## config.mk

```make
export PLATFORM = sky130hd
export DESIGN_NAME = timer_bank
export DESIGN_NICKNAME = d
export VERILOG_FILES = /design/src/rtl/timer_bank_pkg.sv /design/src/rtl/timer_channel.sv /design/src/rtl/timer_bank.sv
export SDC_FILE = /design/constraint.sdc
export NUM_CORES = 1
export LEC_CHECK = 0
export BUFFER_PORTS_ARGS = -buffer_cell sky130_fd_sc_hd__buf_2
export CAP_MARGIN = 10
export CORE_ASPECT_RATIO = 1.1
export CORE_MARGIN = 2
export CORE_UTILIZATION = 54
export CTS_CLUSTER_SIZE = 12
export DETAILED_ROUTE_END_ITERATION = 6
export PLACE_DENSITY = 0.83
export SYNTH_ARGS = -nofsm -noshare
export SYNTH_HDL_FRONTEND = slang
export SYNTH_SLANG_ARGS = --single-unit
```

## constraint.sdc

```tcl
create_clock -name clk -period 2.5 [get_ports clk]
set_clock_uncertainty 0.2 [all_clocks]
set_input_delay 0.125 -clock clk [delete_from_list [all_inputs] [get_ports clk]]
set_output_delay 0.125 -clock clk [all_outputs]
set_load 0.02 [all_outputs]
```

## src/rtl/timer_bank_pkg.sv

```systemverilog
`default_nettype none
// ============================================================================
// Module      : timer_bank_pkg
// Description : Register map offsets and TCON bit positions shared by the
//               timer bank and its channels.
// Revision    : 1.0 - initial release
// ============================================================================
package timer_bank_pkg;

   localparam logic [31:0] OFF_TH     = 32'h0000_0000;
   localparam logic [31:0] OFF_TL     = 32'h0000_0004;
   localparam logic [31:0] OFF_TCON   = 32'h0000_0008;
   localparam logic [31:0] OFF_PSC    = 32'h0000_000C;
   localparam logic [31:0] OFF_STATUS = 32'h0000_0100;
   localparam logic [31:0] OFF_PEND   = 32'h0000_0104;
   localparam logic [31:0] CH_STRIDE  = 32'h0000_0010;

   localparam int TCON_EN = 0;
   localparam int TCON_IE = 1;
   localparam int TCON_OS = 2;

endpackage
`default_nettype wire

```

## src/rtl/timer_channel.sv

```systemverilog
`default_nettype none
// ============================================================================
// Module      : timer_channel
// Description : One up-counting auto-reload timer (TH/TL/TCON, optional PSC
//               when TIMER_PRESCALER_EN is defined).
// Revision    : 1.0 - initial release
// ============================================================================
module timer_channel
   import timer_bank_pkg::*;
#(
   parameter int CNT_W = 32
) (
   input  logic             clk,
   input  logic             reset,
   input  logic             i_wr_th,
   input  logic             i_wr_tl,
   input  logic             i_wr_tcon,
`ifdef TIMER_PRESCALER_EN
   input  logic             i_wr_psc,
   output logic [7:0]       o_psc,
`endif
   input  logic [CNT_W-1:0] i_wdata,
   output logic [CNT_W-1:0] o_th,
   output logic [CNT_W-1:0] o_tl,
   output logic [2:0]       o_tcon,
   output logic             o_ovf
);

   logic [CNT_W-1:0] r_th;
   logic [CNT_W-1:0] r_tl;
   logic [2:0]       r_tcon;
   logic             w_tick;

`ifdef TIMER_PRESCALER_EN
   logic [7:0] r_psc;
   logic [7:0] r_pcnt;

   assign w_tick = r_tcon[TCON_EN] && (r_pcnt == r_psc);
   assign o_psc  = r_psc;

   // Any PSC/TCON write restarts the interval so the new setting applies cleanly.
   always_ff @(posedge clk or negedge reset) begin
      if (!reset) begin
         r_psc  <= '0;
         r_pcnt <= '0;
      end else begin
         if (i_wr_psc)
            r_psc <= i_wdata[7:0];
         if (i_wr_psc || i_wr_tcon || !r_tcon[TCON_EN] || w_tick)
            r_pcnt <= '0;
         else
            r_pcnt <= r_pcnt + 8'd1;
      end
   end
`else
   assign w_tick = r_tcon[TCON_EN];
`endif

   assign o_ovf = w_tick && (&r_tl);

   // Bus writes take priority over the tick; reload reads TH before any same-cycle write lands.
   always_ff @(posedge clk or negedge reset) begin
      if (!reset) begin
         r_th   <= '0;
         r_tl   <= '0;
         r_tcon <= '0;
      end else begin
         if (i_wr_th)
            r_th <= i_wdata;

         if (i_wr_tl)
            r_tl <= i_wdata;
         else if (o_ovf)
            r_tl <= r_th;
         else if (w_tick)
            r_tl <= r_tl + CNT_W'(1);

         if (i_wr_tcon)
            r_tcon <= i_wdata[2:0];
         else if (o_ovf && r_tcon[TCON_OS])
            r_tcon[TCON_EN] <= 1'b0;
      end
   end

   assign o_th   = r_th;
   assign o_tl   = r_tl;
   assign o_tcon = r_tcon;

endmodule
`default_nettype wire

```

## src/rtl/timer_bank.sv

```systemverilog
`default_nettype none
// ============================================================================
// Module      : timer_bank
// Description : Bus-mapped bank of auto-reload timers with W1C overflow
//               status and one aggregated interrupt. TIMER_PRESCALER_EN adds
//               a per-channel 8-bit prescaler.
// Revision    : 1.0 - initial release
// ============================================================================
module timer_bank
   import timer_bank_pkg::*;
#(
   parameter int          NUM_TIMERS = 2,
   parameter int          CNT_W      = 32,
   parameter logic [31:0] BASE_ADDR  = 32'h4000_0000
) (
   input  logic        clk,
   input  logic        reset,
   input  logic        rd,
   input  logic        wr,
   input  logic [31:0] addr,
   input  logic [31:0] wdata,
   output logic [31:0] rdata,
   output logic        irqout
);

   logic [31:0]           w_off;
   logic [3:0]            w_ch;
   logic [3:0]            w_reg;
   logic                  w_ch_hit;
   logic [NUM_TIMERS-1:0] w_ovf;
   logic [NUM_TIMERS-1:0] w_ie;
   logic [NUM_TIMERS-1:0] w_clr;
   logic [NUM_TIMERS-1:0] r_status;
   logic [CNT_W-1:0]      w_th   [NUM_TIMERS];
   logic [CNT_W-1:0]      w_tl   [NUM_TIMERS];
   logic [2:0]            w_tcon [NUM_TIMERS];
`ifdef TIMER_PRESCALER_EN
   logic [7:0]            w_psc  [NUM_TIMERS];
`endif

   assign w_off    = addr - BASE_ADDR;
   assign w_ch     = w_off[7:4];
   assign w_reg    = w_off[3:0];
   assign w_ch_hit = (w_off < (32'(NUM_TIMERS) * CH_STRIDE));

   for (genvar k = 0; k < NUM_TIMERS; k++) begin : g_ch
      logic w_sel;
      assign w_sel = wr && w_ch_hit && (w_ch == 4'(k));

      timer_channel #(.CNT_W(CNT_W)) u_ch (
         .clk       (clk),
         .reset     (reset),
         .i_wr_th   (w_sel && (w_reg == OFF_TH[3:0])),
         .i_wr_tl   (w_sel && (w_reg == OFF_TL[3:0])),
         .i_wr_tcon (w_sel && (w_reg == OFF_TCON[3:0])),
`ifdef TIMER_PRESCALER_EN
         .i_wr_psc  (w_sel && (w_reg == OFF_PSC[3:0])),
         .o_psc     (w_psc[k]),
`endif
         .i_wdata   (wdata[CNT_W-1:0]),
         .o_th      (w_th[k]),
         .o_tl      (w_tl[k]),
         .o_tcon    (w_tcon[k]),
         .o_ovf     (w_ovf[k])
      );

      assign w_ie[k] = w_tcon[k][TCON_IE];
   end

   assign w_clr = (wr && (w_off == OFF_STATUS)) ? wdata[NUM_TIMERS-1:0] : '0;

   // A fresh overflow outranks a same-cycle clear.
   always_ff @(posedge clk or negedge reset) begin
      if (!reset)
         r_status <= '0;
      else
         r_status <= (r_status & ~w_clr) | w_ovf;
   end

   assign irqout = |(r_status & w_ie);

   always_comb begin
      rdata = '0;
      if (rd) begin
         if (w_off == OFF_STATUS)
            rdata = 32'(r_status);
         else if (w_off == OFF_PEND)
            rdata = 32'(r_status & w_ie);
         else if (w_ch_hit) begin
            for (int k = 0; k < NUM_TIMERS; k++) begin
               if (w_ch == 4'(k)) begin
                  case (w_reg)
                     OFF_TH[3:0]:   rdata = 32'(w_th[k]);
                     OFF_TL[3:0]:   rdata = 32'(w_tl[k]);
                     OFF_TCON[3:0]: rdata = 32'(w_tcon[k]);
`ifdef TIMER_PRESCALER_EN
                     OFF_PSC[3:0]:  rdata = 32'(w_psc[k]);
`endif
                     default:       rdata = '0;
                  endcase
               end
            end
         end
      end
   end

endmodule
`default_nettype wire
```

* Yosys cells after proc, flatten, opt, wreduce, memory -nomap -nowiden
Cells that the tools add are included.
Operators by class: add/sub/neg operators 3, magnitude comparators 1, equality and inequality tests 5, muxes and demuxes 19, bitwise gates (word level) 5, reductions and logical operators 23
Operators with widths (count):
- $mux 32 | 12
- $pmux 32 s3 | 2
- $add 32x1->32 const B | 2
- $eq 32x9->1 const B | 2
- $reduce_and 32->1 | 2
- $lt 32x6->1 const B | 1
- $sub 32x31->32 const B | 1
- $logic_and 1x1->1 | 14
- $logic_not 4->1 | 2
- $and 2x2->2 | 3
- $reduce_bool 3->1 | 2
- $eq 4x1->1 const B | 1
- $eq 4x3->1 const B | 1
- $eq 4x4->1 const B | 1
- $mux 1 | 4
- $reduce_bool 2->1 | 2
- $mux 2 | 1
- $not 2->2 | 1
- $or 2x2->2 | 1
- $reduce_or 2->1 | 1
Storage, ports and cells: bits in registers 136, input bits 68, output and inout bits 33, logic and storage cells 65

* Longest topological paths before layout
depth after elaboration 9, gate-level depth with buffers 10, gate-level depth less buffers 7

* Hierarchy
From an unflattened synthesis, not the netlist that was laid out.
Unflattened totals: cell total of the unflattened synthesis 881, area total of the unflattened synthesis 8841.0 um^2
By module, submodules not included:
- timer_channel | times used 2, cells each 368, area each 3711.1 um^2, sequential area each 1676.6 um^2
- timer_bank | times used 1, cells each 145, area each 1418.9 um^2, sequential area each 50.0 um^2

* Least setup slack after synthesis
Ideal clock, no wire load.
path type flip-flop to flip-flop, from register g_ch[1].u_ch.r_tl[0], to register g_ch[1].u_ch.r_tl[17], setup time 0.137 ns, arrival time 2.184 ns, required time 2.163 ns, slack -0.021 ns, cell stages (with the launch flop) 9, buffers on the path 1, clock period less this slack 2.521 ns, cell sequence dfrtp_1 > ha_1 > and4_1 > clkbuf_1 > nand3_1 > or3_4 > and3_1 > a2111oi_0 > a21oi_1
Between the ends: word-level cells in the longest chain between the ends 4, elaborated cells between the ends (all ways) 7, those cells by class add/sub: 1; mux: 3; reduce/logical: 3
RTL lines:
- from (decl) | RTL line timer_channel.sv:30 | logic [CNT_W-1:0] r_tl;
- from (signal assigned) | RTL line timer_channel.sv:72 | r_tl <= i_wdata;
- from (signal assigned) | RTL line timer_channel.sv:74 | r_tl <= r_th;
- from (signal assigned) | RTL line timer_channel.sv:76 | r_tl <= r_tl + CNT_W'(1);
- $add 32x1->32 or $reduce_and 32->1 (tied branches) | RTL line timer_channel.sv:76, timer_channel.sv:59
- $mux 32 or $logic_and 1x1->1 (tied branches) | RTL line timer_channel.sv:75, timer_channel.sv:59
- $mux 32 | RTL line timer_channel.sv:73 | else if (o_ovf)
- $mux 32 | RTL line timer_channel.sv:71 | if (i_wr_tl)
Parallel ways exist; a longest one is shown, timed or not. The select of a mux whose other input is x is not followed. A chain may end at the register's enable or synchronous reset.

* Worst setup path after layout
from register g_ch[1].u_ch.r_tl[19], to register g_ch[1].u_ch.r_tl[13]
Between the ends: word-level cells in the longest chain between the ends 4, elaborated cells between the ends (all ways) 5, those cells by class mux: 2; reduce/logical: 3
RTL lines:
- $reduce_and 32->1 * | RTL line timer_channel.sv:59 | assign o_ovf = w_tick && (&r_tl);
- $logic_and 1x1->1 * | RTL line timer_channel.sv:59
- $mux 32 | RTL line timer_channel.sv:73
- $mux 32 | RTL line timer_channel.sv:71
Every way passes the cells marked *; elsewhere a longest branch is shown, timed or not.

==> impl_results.md <==
* Sequential area share after synthesis at 39.24%
* Core ar. at 0.01574 mm^2
* Reg2Reg Launch Point: g_ch[1].u_ch.o_tl[19]
* WL per Instance at 22.66 um
* Critical Path Sink: g_ch[1].u_ch.o_tl[13]
* Net Count, Synth at 1016
* Hold_ws at 0.07211 ns
* WL met2 at 14400 um
* Tcrit/Tclk final at 98.74%
* Top post-synthesis cells by area: dfrtp_1 (39%), mux2_2 (9.1%), a22oi_1 (5.4%)
* Post-route core utilization at 71.30%
* H-tree depth at 4
* Post-route DRC at 0
* RSZ-0062 raised after global routing: true
* Share of cells above drive strength 1 at 30.78%
* Metal3 WL at 3338 um
* Seq. cell area at 0.003403 mm^2
* Max layer used: met4
* DR pass1 iterations at 6
* Crit. End Element: flip-flop
* Met1 WL at 11370 um
* Clock latency on the worst-skew pair at 0.43 ns
* FMAX at 405.1 MHz
* Min-Delay Path Class: input pin to flip-flop
* GP Congestion at 0.9400
* Clk sinks at 136
* DIE AREA at 0.01709 mm^2
* Clock transition at path regs at 0.06 ns
* Worst setup SP type: flip-flop
* Multi-input gate area at 0.004981 mm^2
* Slew @ Worst Pin at 0.7599 ns
* # rows at 48
* # setup viols final at 0
* CTS root buffer: clkbuf_16
* CP required at 2.63 ns
* Cell with the most instances after synthesis: dfrtp_1
* First-pass GRT wire length at 48400 um
* Clk buf depth at 2
* Area leader, netlist: dfrtp_1
* Final HPWL DP at 21090 um
* Status: completed
* Most common flop cell mapped by yosys: dfrtp_1
* Congestion Overflow GR at 0
* FF+latch count, synth at 136
* Slew Limit Fails at 0
* Ys Warns at 0
* Final Power at 5.238 mW
* Library cells used by synthesis at 68
* Mean post-synth cell area at 9.167 um^2
* Leakage at 5.112 nW
* Mapped Cells at 946
* Inst Count DP at 1291
* Min Clock Period, post-route at 2.469 ns
* Initial detailed-routing violation count at 1231
* CTS tree: yes
* Vias in the first global route at 8970
* Top cell type's share of synthesized area at 39.24%
* GR Util All Layers at 36.43%
* Data arrival, critical path at 2.60 ns
* Critical path origin: g_ch[1].u_ch.o_tl[19]
* Reg2Reg Depth at 7
* Area Growth Syn to Fin at 29.38%
* Largest net degree at the start of global routing at 137
* CTS Buf Count at 17
* Critical path type: flip-flop to flip-flop
* Vias at 9225
* FILL cells at 1203
* Max-cap violations at 0
* Worst vdd ir at 0.4660 mV
* Port Buffers at 100
* Vias per inst at 6.783
* Post-Syn Area at 0.008672 mm^2
* Final setup TNS at 0 ns
* Synth top cells by count: dfrtp_1 (136), nand2_1 (78), nor2_1 (76), mux2_2 (70), a22oi_1 (62)
* Die W at 124.8 um
* Reg2reg setup slack at 0.03 ns
* Final std cells w/o fill at 1360
* Synth async-reset ratio at 100.0%
* Ports at 101
* FF-to-FF End: g_ch[1].u_ch.o_tl[13]
* Post-synth EDFFs at 0
* CP max FO at 6
* Hold Fails Final Rpt at 0
* Initial antenna violation count at 0
* Die height at 136.9 um
* Ant. Diodes at 0
* Post-layout nets at 1218
* Rel. slew slack at 49.34%
* Antenna Nets Post-Route at 0
* PwrDens at 466.8 mW/mm^2
* Initial Util at 55.11%
* Total wire length at 30820 um
-- how the worst min path moves through the flow --
| stage | from | end | cells after the start |
|---|---|---|---|
| CTS | addr[4] | g_ch[1].u_ch.o_tcon[0] | 3 |
| finish | addr[4] | g_ch[1].u_ch.o_tcon[0] | 3 |
| global route | addr[4] | g_ch[1].u_ch.o_tcon[0] | 3 |
| global placement | reset | g_ch[0].u_ch.o_tl[4] | 2 |
| floorplan | reset | g_ch[0].u_ch.o_tcon[0] | 0 |
| detailed placement | reset | g_ch[0].u_ch.o_th[2] | 2 |
-- worst max-delay path, cell delays in order, from the launching register on --
cell	delay (ns)
dfrtp_1	0.36
nand4_2	0.13
or4_4	0.57
or3_4	0.44
buf_4	0.19
mux2i_1	0.21
a211oi_2	0.10
a21o_1	0.16
-- cell type report --
cell class	count	area share, %
flip-flops and latches	136	30.33
inverters	17	0.5688
multi-input cells	716	44.40
clock inverters	12	1.773
well taps	200	2.230
repair buffers	260	16.75
clock buffers	19	3.948
-- per-stage QoR --
step / setup WS (ns) / area (um^2)
after floorplan: 0.008980 / 8675
after detailed placement: -0.01471 / 10120
final: 0.03142 / 11220
after CTS: 0.01770 / 11130
after global placement: 0.02291 / 10120
after global routing: -0.008078 / 11220
-- where the power goes --
part | internal, mW | switching, mW
logic | 0.106 | 0.159
clock network | 1.79 | 0.982
registers | 2.20 | 0.00000182
-- cells in the final DEF, fill, tap and decap left out, types with 18 or more instances in the layout --
| master | count |
|---|---|
| nand4_1 | 29 |
| nand3_1 | 42 |
| nor4_1 | 19 |
| a22oi_1 | 62 |
| mux2_2 | 70 |
| dlygate4sd3_1 | 34 |
| a21oi_1 | 48 |
| buf_4 | 117 |
| a21o_1 | 28 |
| buf_2 | 99 |
| and3_1 | 18 |
| o22a_1 | 29 |
| nor3_1 | 25 |
| nand2_1 | 78 |
| nor2_1 | 76 |
| dfrtp_1 | 136 |
| o21ai_0 | 21 |
-- flip-flops by register name, summed over array words and instances (netlist names) --
signal	flops
g_ch.u_ch.o_tl	64
g_ch.u_ch.o_th	64
g_ch.u_ch.o_tcon	6
r_status	2
-- per-layer routing --
layer	track usage [%]	vias to the layer above
met3	7.740	153
li1	-	3998
met2	59.44	686
met4	21.48	0
met5	0	-
met1	45.09	4388
-- logic make-up (layout without fill, tap and decap cells) --
kind of cell	after synthesis	in the layout	synth area share [%]
AOI/OAI and AO/OA	276	276	22.85
xor gates and xnor gates	15	15	1.515
adders and majority gates	2	2	0.2885
buffers and inverters	94	308	4.545
DFF	136	136	39.24
muxes	89	89	11.34
and+or+nand+nor	334	334	20.21
-- what timing repair did --
action,in CTS,in global routing
cloned,0,0
setup endpoints to repair,5,22
pin swaps,0,8
hold endpoints to repair,272,0
resized for setup,4,16
hold buffers,34,0
buffers inserted,0,4
Power figures use the tool's default switching activity.
